<file path="config.mk">
export PLATFORM = sky130hd
export DESIGN_NAME = text_loader_flat
export DESIGN_NICKNAME = d
export VERILOG_FILES = /design/src/rtl/text_loader_if.sv /design/src/rtl/text_loader.sv /design/src/flat_wrapper.sv
export SDC_FILE = /design/constraint.sdc
export NUM_CORES = 1
export LEC_CHECK = 0
export ABC_AREA = 1
export ABC_CLOCK_PERIOD_IN_PS = 2600
export BUFFER_PORTS_ARGS = -buffer_cell sky130_fd_sc_hd__clkbuf_2
export CAP_MARGIN = 20
export CORE_MARGIN = 4
export CORE_UTILIZATION = 57
export DETAILED_ROUTE_END_ITERATION = 12
export MAX_ROUTING_LAYER = met4
export PLACE_DENSITY_LB_ADDON = 0.25
export SETUP_SLACK_MARGIN = 0.4
export SKIP_LAST_GASP = 1
export SYNTH_ARGS = -nofsm -noshare
export SYNTH_HDL_FRONTEND = slang
export SYNTH_SLANG_ARGS = --single-unit
export TNS_END_PERCENT = 100
</file>
<file path="constraint.sdc">
create_clock -name clk -period 2.6 [get_ports clk]
set_input_delay 0.26 -clock clk [delete_from_list [all_inputs] [get_ports clk]]
set_output_delay 0.26 -clock clk [all_outputs]
set_load 0.01 [all_outputs]
</file>
<file path="src/rtl/text_loader_if.sv">
// rtl/text_loader_if.sv - boot stream, text-memory write and status bundle for text_loader
//
// Purpose: groups the byte-stream handshake, the text-memory write port and
// the boot status lines into one bundle.
//   master : the boot source side (drives start/in_data/in_valid, observes the rest)
//   slave  : the loader (text_loader)
// Signals:
//   start      one-cycle (re)load request
//   in_data    stream byte, in_valid qualifies it, in_ready = loader can accept
//   mem_data   16-bit word to text memory, mem_addr byte address, mem_we write enable
//   cpu_reset  hold the core in reset while high
//   done       image loaded and checksum good
//   error      checksum mismatch
//   word_count words written in the current load
interface text_loader_if;
  logic        start;
  logic [7:0]  in_data;
  logic        in_valid;
  logic        in_ready;
  logic [15:0] mem_data;
  logic [15:0] mem_addr;
  logic        mem_we;
  logic        cpu_reset;
  logic        done;
  logic        error;
  logic [15:0] word_count;

  modport master (
    output start, in_data, in_valid,
    input  in_ready, mem_data, mem_addr, mem_we, cpu_reset, done, error, word_count
  );

  modport slave (
    input  start, in_data, in_valid,
    output in_ready, mem_data, mem_addr, mem_we, cpu_reset, done, error, word_count
  );
endinterface

</file>
<file path="src/rtl/text_loader.sv">
// rtl/text_loader.sv - boot-time loader writing a checksummed byte stream into text memory
//
// Purpose: receives a little-endian stream (len_lo, len_hi, len word pairs,
// XOR checksum byte), writes each assembled 16-bit word to consecutive even
// byte addresses starting at BASE_ADDR, and releases the CPU from reset only
// once the checksum matches.
// Ports:
//   clk    system clock, all state updates on posedge
//   reset  asynchronous active-high reset
//   bus    text_loader_if.slave: stream in, memory write out, boot status out
// Parameters:
//   BASE_ADDR   byte address of the first word written
//   AUTO_START  nonzero = begin a load on the first clock after reset
module text_loader #(
  parameter logic [15:0] BASE_ADDR  = 16'h0000,
  parameter int          AUTO_START = 1
) (
  input  logic         clk,
  input  logic         reset,
  text_loader_if.slave bus
);

  typedef enum logic [3:0] {
    S_IDLE,
    S_LEN_LO,
    S_LEN_HI,
    S_DATA_LO,
    S_DATA_HI,
    S_WRITE,
    S_CHECK,
    S_DONE,
    S_ERROR
  } state_t;

  state_t      state_q;
  logic        in_ready_q;
  logic        mem_we_q;
  logic [15:0] mem_data_q;
  logic [15:0] mem_addr_q;
  logic        cpu_reset_q;
  logic        done_q;
  logic        error_q;
  logic [15:0] word_count_q;
  logic [15:0] len_q;
  logic [7:0]  xor_q;

  logic        accept;
  logic        restart;
  logic [7:0]  xor_with_byte;
  logic [15:0] word_count_inc;

  // in_ready_q mirrors "state is one of the byte-accepting states", so this
  // is exactly the stream transfer condition.
  assign accept         = bus.in_valid && in_ready_q;
  assign xor_with_byte  = xor_q ^ bus.in_data;
  assign word_count_inc = word_count_q + 16'd1;

  // A (re)load may begin only from the resting states. IDLE is only ever
  // reached through reset, so AUTO_START there means "first clock after reset".
  always_comb begin
    restart = 1'b0;
    case (state_q)
      S_IDLE:           restart = bus.start || (AUTO_START != 0);
      S_DONE, S_ERROR:  restart = bus.start;
      default:          restart = 1'b0;
    endcase
  end

  always_ff @(posedge clk or posedge reset) begin
    if (reset) begin
      state_q      <= S_IDLE;
      in_ready_q   <= 1'b0;
      mem_we_q     <= 1'b0;
      mem_data_q   <= 16'h0000;
      mem_addr_q   <= BASE_ADDR;
      cpu_reset_q  <= 1'b1;
      done_q       <= 1'b0;
      error_q      <= 1'b0;
      word_count_q <= 16'h0000;
      len_q        <= 16'h0000;
      xor_q        <= 8'h00;
    end else begin
      // Write enable is a single-cycle pulse covering only the WRITE state.
      mem_we_q <= 1'b0;

      if (restart) begin
        state_q      <= S_LEN_LO;
        in_ready_q   <= 1'b1;
        mem_addr_q   <= BASE_ADDR;
        cpu_reset_q  <= 1'b1;
        done_q       <= 1'b0;
        error_q      <= 1'b0;
        word_count_q <= 16'h0000;
        xor_q        <= 8'h00;
      end else begin
        case (state_q)
          S_LEN_LO: begin
            if (accept) begin
              len_q[7:0] <= bus.in_data;
              xor_q      <= xor_with_byte;
              state_q    <= S_LEN_HI;
            end
          end

          S_LEN_HI: begin
            if (accept) begin
              len_q[15:8] <= bus.in_data;
              xor_q       <= xor_with_byte;
              // An empty image goes straight to the checksum byte.
              if ({bus.in_data, len_q[7:0]} == 16'h0000) begin
                state_q <= S_CHECK;
              end else begin
                state_q <= S_DATA_LO;
              end
            end
          end

          S_DATA_LO: begin
            if (accept) begin
              mem_data_q[7:0] <= bus.in_data;
              xor_q           <= xor_with_byte;
              state_q         <= S_DATA_HI;
            end
          end

          S_DATA_HI: begin
            if (accept) begin
              mem_data_q[15:8] <= bus.in_data;
              xor_q            <= xor_with_byte;
              mem_we_q         <= 1'b1;
              in_ready_q       <= 1'b0;
              state_q          <= S_WRITE;
            end
          end

          S_WRITE: begin
            // Address wraps naturally at 16 bits.
            mem_addr_q   <= mem_addr_q + 16'd2;
            word_count_q <= word_count_inc;
            in_ready_q   <= 1'b1;
            if (word_count_inc == len_q) begin
              state_q <= S_CHECK;
            end else begin
              state_q <= S_DATA_LO;
            end
          end

          S_CHECK: begin
            if (accept) begin
              in_ready_q <= 1'b0;
              if (xor_with_byte == 8'h00) begin
                done_q      <= 1'b1;
                cpu_reset_q <= 1'b0;
                state_q     <= S_DONE;
              end else begin
                error_q <= 1'b1;
                state_q <= S_ERROR;
              end
            end
          end

          default: begin
            // IDLE, DONE and ERROR hold until a restart.
            state_q <= state_q;
          end
        endcase
      end
    end
  end

  assign bus.in_ready   = in_ready_q;
  assign bus.mem_we     = mem_we_q;
  assign bus.mem_data   = mem_data_q;
  assign bus.mem_addr   = mem_addr_q;
  assign bus.cpu_reset  = cpu_reset_q;
  assign bus.done       = done_q;
  assign bus.error      = error_q;
  assign bus.word_count = word_count_q;

endmodule

</file>
<file path="src/flat_wrapper.sv">
// flat-port wrapper written by rule: the top's interface ports become plain ports
module text_loader_flat 
#(
  parameter logic [15:0] BASE_ADDR  = 16'h0000,
  parameter int          AUTO_START = 1
)
  (clk, reset, bus_start, bus_in_data, bus_in_valid, bus_in_ready, bus_mem_data, bus_mem_addr, bus_mem_we, bus_cpu_reset, bus_done, bus_error, bus_word_count);
  text_loader_if bus_i ();
  input  logic clk;
  input  logic reset;
  input wire logic [$bits(bus_i.start)-1:0] bus_start;
  input wire logic [$bits(bus_i.in_data)-1:0] bus_in_data;
  input wire logic [$bits(bus_i.in_valid)-1:0] bus_in_valid;
  output wire logic [$bits(bus_i.in_ready)-1:0] bus_in_ready;
  output wire logic [$bits(bus_i.mem_data)-1:0] bus_mem_data;
  output wire logic [$bits(bus_i.mem_addr)-1:0] bus_mem_addr;
  output wire logic [$bits(bus_i.mem_we)-1:0] bus_mem_we;
  output wire logic [$bits(bus_i.cpu_reset)-1:0] bus_cpu_reset;
  output wire logic [$bits(bus_i.done)-1:0] bus_done;
  output wire logic [$bits(bus_i.error)-1:0] bus_error;
  output wire logic [$bits(bus_i.word_count)-1:0] bus_word_count;
  assign bus_i.start = bus_start;
  assign bus_i.in_data = bus_in_data;
  assign bus_i.in_valid = bus_in_valid;
  assign bus_in_ready = bus_i.in_ready;
  assign bus_mem_data = bus_i.mem_data;
  assign bus_mem_addr = bus_i.mem_addr;
  assign bus_mem_we = bus_i.mem_we;
  assign bus_cpu_reset = bus_i.cpu_reset;
  assign bus_done = bus_i.done;
  assign bus_error = bus_i.error;
  assign bus_word_count = bus_i.word_count;
  text_loader #(.BASE_ADDR(BASE_ADDR), .AUTO_START(AUTO_START)) u_core (.clk(clk), .reset(reset), .bus(bus_i));
endmodule
</file>
=== Word level (Yosys, flattened, before mapping) ===
Cells that the tools add are included.

* $add $sub $neg: 2
* Muxes and demuxes: 36
* Equal/unequal tests: 16
* Reduce and logical (&&, ||, !) cells: 23
* Bitwise logic cells: 2

{| class="wikitable"
|+ Operator list
! kind !! number
|-
| 2-to-1 mux 16 bit || 4
|-
| 2-to-1 mux 4 bit || 7
|-
| 2-to-1 mux 8 bit || 3
|-
| case mux 4 bit (6 select lines) || 1
|-
| != test 3 x 1 -> 1 bit (second input constant) || 6
|-
| AND reduction 3 bit || 6
|-
| 2-to-1 mux 1 bit || 17
|-
| adder 16 x 1 -> 16 bit (second input constant) || 1
|-
| adder 16 x 2 -> 16 bit (second input constant) || 1
|-
| equality test 16 bit || 1
|-
| equality test 4 x 3 -> 1 bit (second input constant) || 4
|-
| logical NOT 16 bit || 1
|-
| nonzero test 2 bit || 5
|-
| equality test 4 x 2 -> 1 bit (second input constant) || 2
|-
| logical NOT 8 bit || 1
|-
| bitwise XOR 8 bit || 1
|-
| nonzero test 7 bit || 1
|-
| 2-to-1 mux 3 bit || 2
|-
| AND reduction 6 bit || 1
|-
| equality test 4 x 1 -> 1 bit (second input constant) || 1
|-
| equality test 4 bit (second input constant) || 1
|-
| logical NOT 4 bit || 1
|-
| case mux 1 bit (2 select lines) || 2
|-
| AND reduction 2 bit || 2
|-
| other kinds (6) || 7
|}

* Input port bits: 12
* Register bits: 81
* Word-level logic and storage cells: 92
* Output and inout port bits: 53

=== Depth between registers and ports, before layout ===
Gate-level depths: netlist (run 1).

* Depth after elaboration: 6
* Gate-level depth with buffers: 15
* Mapped depth without buffers: 15

=== Worst setup path before layout (run 1) ===
No wires, ideal clock.

* Path kind: register to register
* Start point: register u_core.word_count_q[0], in the netlist u_core.bus.word_count[0]
* End point: register u_core.state_q[0]
* Cell stages (with the launch flop): 13
* Path buffers: 0
* Library setup time: 113 ps
* Setup slack: 822 ps
* Period minus slack after synthesis: 1778 ps
* Required time: 2487 ps
* Arrival: 1666 ps
* Path through: dfrtp_1 -> ha_1 -> nand2_1 -> nor2_2 -> nand3_1 -> xnor3_1 -> nand2_1 -> nor2_1 -> nand3_1 -> nand2_1 -> nand3_1 -> nand2_1 -> inv_1

* Longest elaborated chain between the ends: 5

{| class="wikitable"
|+ RTL lines
! what !! line !! RTL
|-
| from (decl) || text_loader.sv:43 || <nowiki>logic [15:0] word_count_q;</nowiki>
|-
| from (signal assigned) || text_loader.sv:139 || <nowiki>word_count_q <= word_count_inc;</nowiki>
|-
| adder 16 x 1 -> 16 bit || text_loader.sv:56 || <nowiki>assign word_count_inc = word_count_q + 16'd1;</nowiki>
|-
| equality test 16 bit || text_loader.sv:141 || <nowiki>if (word_count_inc == len_q) begin</nowiki>
|-
| 2-to-1 mux 3 bit || text_loader.sv:141 ||
|-
| case mux 4 bit (6 select lines) || text_loader.sv:96 || <nowiki>case (state_q)</nowiki>
|-
| 2-to-1 mux 4 bit || text_loader.sv:86 || <nowiki>if (restart) begin</nowiki>
|-
| to (signal assigned) || text_loader.sv:164 || <nowiki>state_q <= state_q;</nowiki>
|-
| to (decl) || text_loader.sv:35 || <nowiki>state_t state_q;</nowiki>
|}

No other way between the ends.
A chain may end at the register's enable or synchronous reset.

=== Worst setup path in the final report (run 1) ===
Same ends and word-level chain as after synthesis.

==> impl_metrics.json, run 1 <==
{
  "outcome": "finished, violations left",
  "violations": "negative hold slack",
  "grt_first_pass_wirelength_mm": 17.7,
  "top_layer_used": "met4",
  "cpMostUsedCell": "sky130_fd_sc_hd__nand2_1",
  "maxCapViolations": 0,
  "critical_path_class": "reg -> reg",
  "avgRoutedWirePerCell_um": 14.4,
  "dp_slack_ps": 515,
  "crit_path_start": "u_core.bus.word_count[0]",
  "path_clk_slew_ps": 90,
  "postSynthAreaPerCell_um2": 7.86,
  "route.final.wire_length_mm": 10.1,
  "crit_fanout": 6,
  "dieArea_mm2": 0.00875,
  "post_synth_main_area_contributors": "sky130_fd_sc_hd__dfrtp_1, sky130_fd_sc_hd__nand2_1, sky130_fd_sc_hd__nand3_1",
  "met1_length_mm": 4.58,
  "place.detailed.instances": 685,
  "core_area_mm2": 0.00694,
  "via_per_inst": 5.50,
  "postPlaceCellArea_mm2": 0.00460,
  "num-nets-final": 614,
  "period_needed_ps": 2010,
  "postLayoutSetupSlackWorst_ps": 586,
  "ff2ff_setup_slack_ps": 590,
  "final.setup.tns_ps": 0,
  "max-slew-margin-rel_pct": 52.5,
  "cts_buffer_depth": 2,
  "cts.htree.levels": 3,
  "syn-instance-count": 531,
  "rows": 30,
  "grt_overflow": 0,
  "post_route_cells_drive_above_1_share_pct": 19.0,
  "fmax_mhz": 496,
  "critPathMaxStageDelay_ps": 410,
  "synth.largest_area_cell": "sky130_fd_sc_hd__dfrtp_1",
  "netlist.area_leader.share_pct": 47.4,
  "drt-initial-drc-count": 233,
  "cts_tree": "built",
  "groute.usage.overall_pct": 26.2,
  "cts_inserted_buffers": 9,
  "fin_skew_ps": 10.9,
  "power_density_mw_per_mm2": 449,
  "drt_pre_antenna_iters": 4,
  "critical_path.startpoint_type": "flop",
  "finalHoldWorstSlack_ps": -5.07,
  "grt_pass1_vias": 3801,
  "met2_length_mm": 4.71,
  "leakage_nw": 2.55,
  "die_x_um": 93.5,
  "cp_slowest_cell": "sky130_fd_sc_hd__dfrtp_2",
  "io_buffers": 63,
  "post-route-period-util_pct": 77.5,
  "timing.rr.start": "u_core.bus.word_count[0]",
  "ys_dominant_reg_cell": "sky130_fd_sc_hd__dfrtp_1",
  "num_io_pins": 65,
  "reg2reg_depth": 14,
  "postSynth.asyncResetShare_pct": 100,
  "clock-root-buffer": "sky130_fd_sc_hd__clkbuf_8",
  "hold_path_class": "in -> async",
  "rsz0062_at_grt": "yes",
  "synth_commonest_cells": "sky130_fd_sc_hd__nand2_1, sky130_fd_sc_hd__dfrtp_1, sky130_fd_sc_hd__inv_1",
  "p_r_area_growth_vs_syn_pct": 14.7,
  "synth.distinct_cells": 40,
  "route.antenna.remaining_nets": 0,
  "total_area_of_multi_input_combinational_cells_mm2": 0.00187,
  "clock-sinks": 80,
  "die_height_um": 93.5,
  "synth.yosys.seq_area_share_pct": 48.0,
  "tightest_slew_ps": 710,
  "finalWeightedCongestion": 0.897,
  "synth_enable_flop_cells": 0,
  "placed_wire_length_estimate_mm": 7.47,
  "syn-cell-area_mm2": 0.00417,
  "postSynthRegisterBits": 80,
  "cp.required_ps": 2850,
  "vias": 3859,
  "final_design_area_no_fill_mm2": 0.00479,
  "yosysMostFrequentCell": "sky130_fd_sc_hd__nand2_1",
  "fill_cells": 584,
  "data_arrival_time_of_the_worst_path_ps": 2260,
  "area.sequential_mm2": 0.00201,
  "antenna-diode-count": 0,
  "dr_wl_met3_um": 613,
  "worst_ir_drop_vdd_mv": 0.353,
  "finish.cell_count_without_fillers": 701,
  "grt_antenna_before_repair": 0,
  "timing.rr.end": "u_core.state_q[0]",
  "start_util_pct": 60.1,
  "yosys_warnings": 0,
  "post-cts-setup-buffers": 0,
  "synth_fp_nets": 545,
  "clock_insertion_delay_worst_skew_ps": 350,
  "residual_drc_count": 0,
  "number_of_max_slew_violations_in_the_final_report": 0,
  "fin_total_pwr_mw": 2.15,
  "cp_endpoint_kind": "flop",
  "finish.utilization_pct": 68.9,
  "grt_max_degree": 35,
  "timing_hold_violations_final": 10,
  "worstPathCellList": "ha_1 -> nand3_1 -> nor2_2 -> nand2_1 -> nand3_1 -> nand2_1 -> nor2_1 -> nand2_1 -> nor2_1 -> nand3_1 -> nand2_1 -> nand3_1 -> nand2_1 -> inv_1",
  "final-setup-viol-count": 0
}
## layout make-up
class | count | area share [%]
flip-flops and latches | 80 | 41.9
multi-input cells | 371 | 39.0
repair buffers | 67 | 7.22
inverters | 71 | 5.75
clock buffers | 12 | 3.03
well taps | 96 | 2.51
clock inverters | 4 | 0.601
## what timing repair did
action / CTS / global route
gates resized for setup: 0 / 7
setup endpoints to repair: 0 / 5
hold buffers: 0 / 0
## worst max-delay path by stage
stage | slack [ps] | depth (start not counted) | to
after floorplan | 820 | 12 | u_core.state_q[0]
after global placement | 580 | 14 | u_core.state_q[0]
after detailed placement | 520 | 14 | u_core.state_q[0]
after CTS | 510 | 14 | u_core.state_q[0]
after global routing | 360 | 14 | u_core.state_q[0]
final | 590 | 14 | u_core.state_q[0]
## state kept, by name, indices dropped and copies added, names as in the netlist
| signal | flops |
|---|---|
| u_core.bus.mem_data | 16 |
| u_core.bus.word_count | 16 |
| u_core.len_q | 16 |
| u_core.bus.mem_addr | 15 |
| u_core.xor_q | 8 |
| u_core.state_q | 4 |
| u_core.bus.cpu_reset | 1 |
| u_core.bus.done | 1 |
| u_core.bus.error | 1 |
| u_core.bus.in_ready | 1 |
| u_core.bus.mem_we | 1 |
## layout by cell type, fill, tap and decap left out, types with 3 or more instances in the layout
cell type and count:
sky130_fd_sc_hd__o21ai_0 47, sky130_fd_sc_hd__clkbuf_2 63, sky130_fd_sc_hd__nand4_1 10, sky130_fd_sc_hd__nand3_1 50
sky130_fd_sc_hd__clkbuf_8 10, sky130_fd_sc_hd__inv_2 3, sky130_fd_sc_hd__nor4_1 4, sky130_fd_sc_hd__nand2_1 145
sky130_fd_sc_hd__a21oi_1 10, sky130_fd_sc_hd__nor2_2 10, sky130_fd_sc_hd__dfrtp_1 77, sky130_fd_sc_hd__buf_4 4
sky130_fd_sc_hd__nor2_1 30, sky130_fd_sc_hd__nand3_2 3, sky130_fd_sc_hd__inv_1 65, sky130_fd_sc_hd__clkinvlp_4 3
sky130_fd_sc_hd__nor3_1 7, sky130_fd_sc_hd__o22ai_1 12, sky130_fd_sc_hd__o21ai_1 4, sky130_fd_sc_hd__nand2_2 3
sky130_fd_sc_hd__xor2_1 14
## cell families (layout without fill, tap and decap cells)
logic type / after synthesis / in the layout / share of synthesized area [%]
simple gates: 272 / 272 / 29.8
flops: 80 / 80 / 48.0
buf+inv: 80 / 154 / 7.38
compound gates: 79 / 79 / 10.2
xor+xnor: 17 / 17 / 3.90
fa+ha+maj: 2 / 2 / 0.600
other cells: 1 / 1 / 0.0899
## critical path: cells and delay by family (launching register included)
| kind | cells | cell delay (ps) |
|---|---|---|
| adder cells (fa/ha/maj) | 1 | 220 |
| AND/OR/NAND/NOR | 12 | 1240 |
| buffers and inverters | 1 | 30 |
| flip-flops | 1 | 410 |
## where the power goes
group	switching, mW	internal, mW	total, mW	leakage [nW]
sequential	0	1.24	1.24	1.00
clock	0.465	0.376	0.841	0.0830
combinational	0.0506	0.0138	0.0644	1.46
## per-layer routing
metal,GRT usage [%],up-vias
met3,3.14,21
li1,-,1871
met1,35.4,1812
met2,40.9,155
met5,-,-
met4,10.1,0
(Power assumes the default switching activity.)
==> run 2, diff against run 1 <==
--- a/config.mk
+++ b/config.mk
@@ -6,11 +6,11 @@
 export NUM_CORES = 1
 export LEC_CHECK = 0
 export ABC_AREA = 1
-export ABC_CLOCK_PERIOD_IN_PS = 2600
+export ABC_CLOCK_PERIOD_IN_PS = 1800
 export BUFFER_PORTS_ARGS = -buffer_cell sky130_fd_sc_hd__clkbuf_2
 export CAP_MARGIN = 20
 export CORE_MARGIN = 4
-export CORE_UTILIZATION = 57
+export CORE_UTILIZATION = 51
 export DETAILED_ROUTE_END_ITERATION = 12
 export MAX_ROUTING_LAYER = met4
 export PLACE_DENSITY_LB_ADDON = 0.25
==> constraint.sdc (replaced) <==
create_clock -name clk -period 1.8 [get_ports clk]
set_input_delay 0.18 -clock clk [delete_from_list [all_inputs] [get_ports clk]]
set_output_delay 0.18 -clock clk [all_outputs]
set_load 0.01 [all_outputs]
==> impl_metrics.json, run 2 (synthesis gave the netlist of run 1 again) <==
{
  "outcome": "finished, violations left",
  "violations": "negative setup slack",
  "grt.met1_usage_pct": 34.8,
  "fin_total_pwr_mw": 3.37,
  "leakage_nw": 3.30,
  "dieArea_mm2": 0.00969,
  "power.net_switching_uw": 891,
  "grt_max_degree": 52,
  "timing.rr.end": "u_core.state_q[0]",
  "power_density_mw_per_mm2": 501,
  "finish.cell_count_without_fillers": 816,
  "placed_wire_length_estimate_mm": 8.27,
  "via_per_inst": 6.48,
  "avgRoutedWirePerCell_um": 23.1,
  "critical_path_class": "reg -> reg",
  "p_r_area_growth_vs_syn_pct": 61.5,
  "global_route_layer_with_the_greatest_usage": "met2",
  "cts.htree.levels": 3,
  "cp.required_ps": 2080,
  "cts_buffer_depth": 2,
  "post-route-period-util_pct": 125,
  "finalHoldWorstSlack_ps": 135,
  "die_x_um": 98.4,
  "timing.rr.start": "u_core.bus.word_count[5]",
  "most-common-layout-cells": "sky130_fd_sc_hd__nand2_1, sky130_fd_sc_hd__buf_4, sky130_fd_sc_hd__dfrtp_1",
  "grt_pass1_vias": 4409,
  "final-setup-viol-count": 26,
  "clock-root-buffer": "sky130_fd_sc_hd__clkbuf_8",
  "timing_hold_violations_final": 0,
  "crit_path_end": "u_core.state_q[0]",
  "route.antenna.remaining_nets": 0,
  "postLayoutSetupSlackWorst_ps": -452,
  "crit_fanout": 5,
  "vias": 5289,
  "power.share.clock_pct": 42.9,
  "cts_inserted_buffers": 9,
  "post_route_cells_drive_above_1_share_pct": 51.5,
  "cp_endpoint_kind": "flop",
  "final_design_area_no_fill_mm2": 0.00674,
  "internal_power_mw": 2.48,
  "route.final.wire_length_mm": 18.9,
  "fin_skew_ps": 11.9,
  "data_arrival_time_of_the_worst_path_ps": 2530,
  "grt_antenna_before_repair": 0,
  "grt.met2_usage_pct": 48.5,
  "p_comb_share_pct": 3.9,
  "power.sequential.fraction_pct": 53.2,
  "clock_insertion_delay_worst_skew_ps": 380,
  "drt-initial-drc-count": 486,
  "crit_path_start": "u_core.bus.word_count[5]",
  "start_util_pct": 53.2,
  "reg2reg_depth": 13,
  "ff2ff_setup_slack_ps": -450,
  "maxCapViolations": 0,
  "fmax_mhz": 444,
  "drt_pre_antenna_iters": 6,
  "worst_ir_drop_vdd_mv": 0.528,
  "critical_path.startpoint_type": "flop",
  "number_of_max_slew_violations_in_the_final_report": 0,
  "grt_first_pass_wirelength_mm": 21.6,
  "groute.usage.overall_pct": 28.8,
  "fill_cells": 351,
  "num-nets-final": 723,
  "period_needed_ps": 2250,
  "grt_use_met3_pct": 4.60,
  "grt_overflow": 0,
  "rows": 32,
  "num_io_pins": 65,
  "switching_share_pct": 26.4,
  "antenna-diode-count": 0,
  "die_height_um": 98.4,
  "cts_tree": "built",
  "place.detailed.instances": 728,
  "core_area_mm2": 0.00785,
  "finalWeightedCongestion": 0.950,
  "clock-sinks": 80,
  "io_buffers": 63,
  "dp_slack_ps": -91.4,
  "hold_path_class": "in -> reg",
  "residual_drc_count": 0,
  "layout.cells.most_common": "sky130_fd_sc_hd__nand2_1",
  "path_clk_slew_ps": 100,
  "rsz0062_at_grt": "yes",
  "postPlaceCellArea_mm2": 0.00496
}
==> run 2: cell count changes in the layout (fill, tap and decap cells not counted), sizes merged <==
| cell | before | now |
|---|---|---|
| nand2 | 149 | 151 |
| clkbuf | 75 | 72 |
| inv | 71 | 72 |
| dlygate4sd3 | 0 | 1 |
| buf | 4 | 107 |
| clkinvlp | 3 | 6 |
| bufinv | 0 | 1 |
| nand3 | 54 | 55 |
==> run 2: layout make-up <==
cell class	count	area, um^2	area share (%)
clock buffers	9	124	1.84
inverters	71	317	4.70
well taps	102	128	1.89
repair inverters	2	13.8	0.204
clock inverters	7	78.8	1.17
multi-input cells	374	2720	40.4
flip-flops and latches	80	2010	29.9
repair buffers	171	1340	19.9
==> run 2: power by group through the flow <==
stage          sequential (mW)  combinational [mW]  clock, mW
2_1_floorplan             1.83              0.0521          0
6_report                  1.80               0.131       1.45
3_5_place_dp              1.83               0.101          0
5_1_grt                   1.80               0.141       1.53
4_1_cts                   1.80               0.114       1.40
3_3_place_gp              1.83              0.0994          0
==> run 2: worst min path at each step <==
stage	start	to	slack (ps)	cells after the start
3_3_place_gp	reset	u_core.bus.mem_data[14]	270	3
2_1_floorplan	bus_in_valid	u_core.bus.mem_we	330	2
5_1_grt	bus_in_data[0]	u_core.xor_q[0]	150	4
6_report	bus_in_data[4]	u_core.xor_q[4]	140	4
4_1_cts	bus_in_valid	u_core.bus.in_ready	130	4
3_5_place_dp	reset	u_core.bus.mem_data[14]	270	3
==> run 2: layer usage <==
metal  share of wire (%)  vias up
li1                    -     2102
met1                  34     2502
met2                  46      494
met3                  11      191
met4                 9.4        0
met5                   0        -
==> run 2: critical path, cell delays in order, from the launching register on <==
cell,delay (ps)
sky130_fd_sc_hd__dfrtp_1,430
sky130_fd_sc_hd__nand2_1,140
sky130_fd_sc_hd__nor2_2,280
sky130_fd_sc_hd__nand4_1,190
sky130_fd_sc_hd__nand2_1,160
sky130_fd_sc_hd__nand2_1,100
sky130_fd_sc_hd__nand2_1,100
sky130_fd_sc_hd__nand2_1,110
sky130_fd_sc_hd__nor2_2,160
sky130_fd_sc_hd__nand3_1,120
sky130_fd_sc_hd__nand2_1,120
sky130_fd_sc_hd__nand3_1,90
sky130_fd_sc_hd__nand2_1,110
sky130_fd_sc_hd__inv_1,50
==> run 2: timing repair <==
item / in CTS / in global routing
pin swaps: 37 / 46
gates cloned: 4 / 3
hold buffers: 1 / 0
endpoints found under the setup margin: 78 / 80
endpoints found under the hold margin: 79 / 0
gates resized for setup: 118 / 148
buffers inserted: 33 / 31
==> run 2: per-stage QoR <==
step           utilization, %  setup TNS [ps]
6_report                 85.9           -2160
5_1_grt                  85.9           -2860
4_1_cts                  75.7           -65.0
3_5_place_dp             63.2            -119
3_3_place_gp             63.2               0
2_1_floorplan               -               0
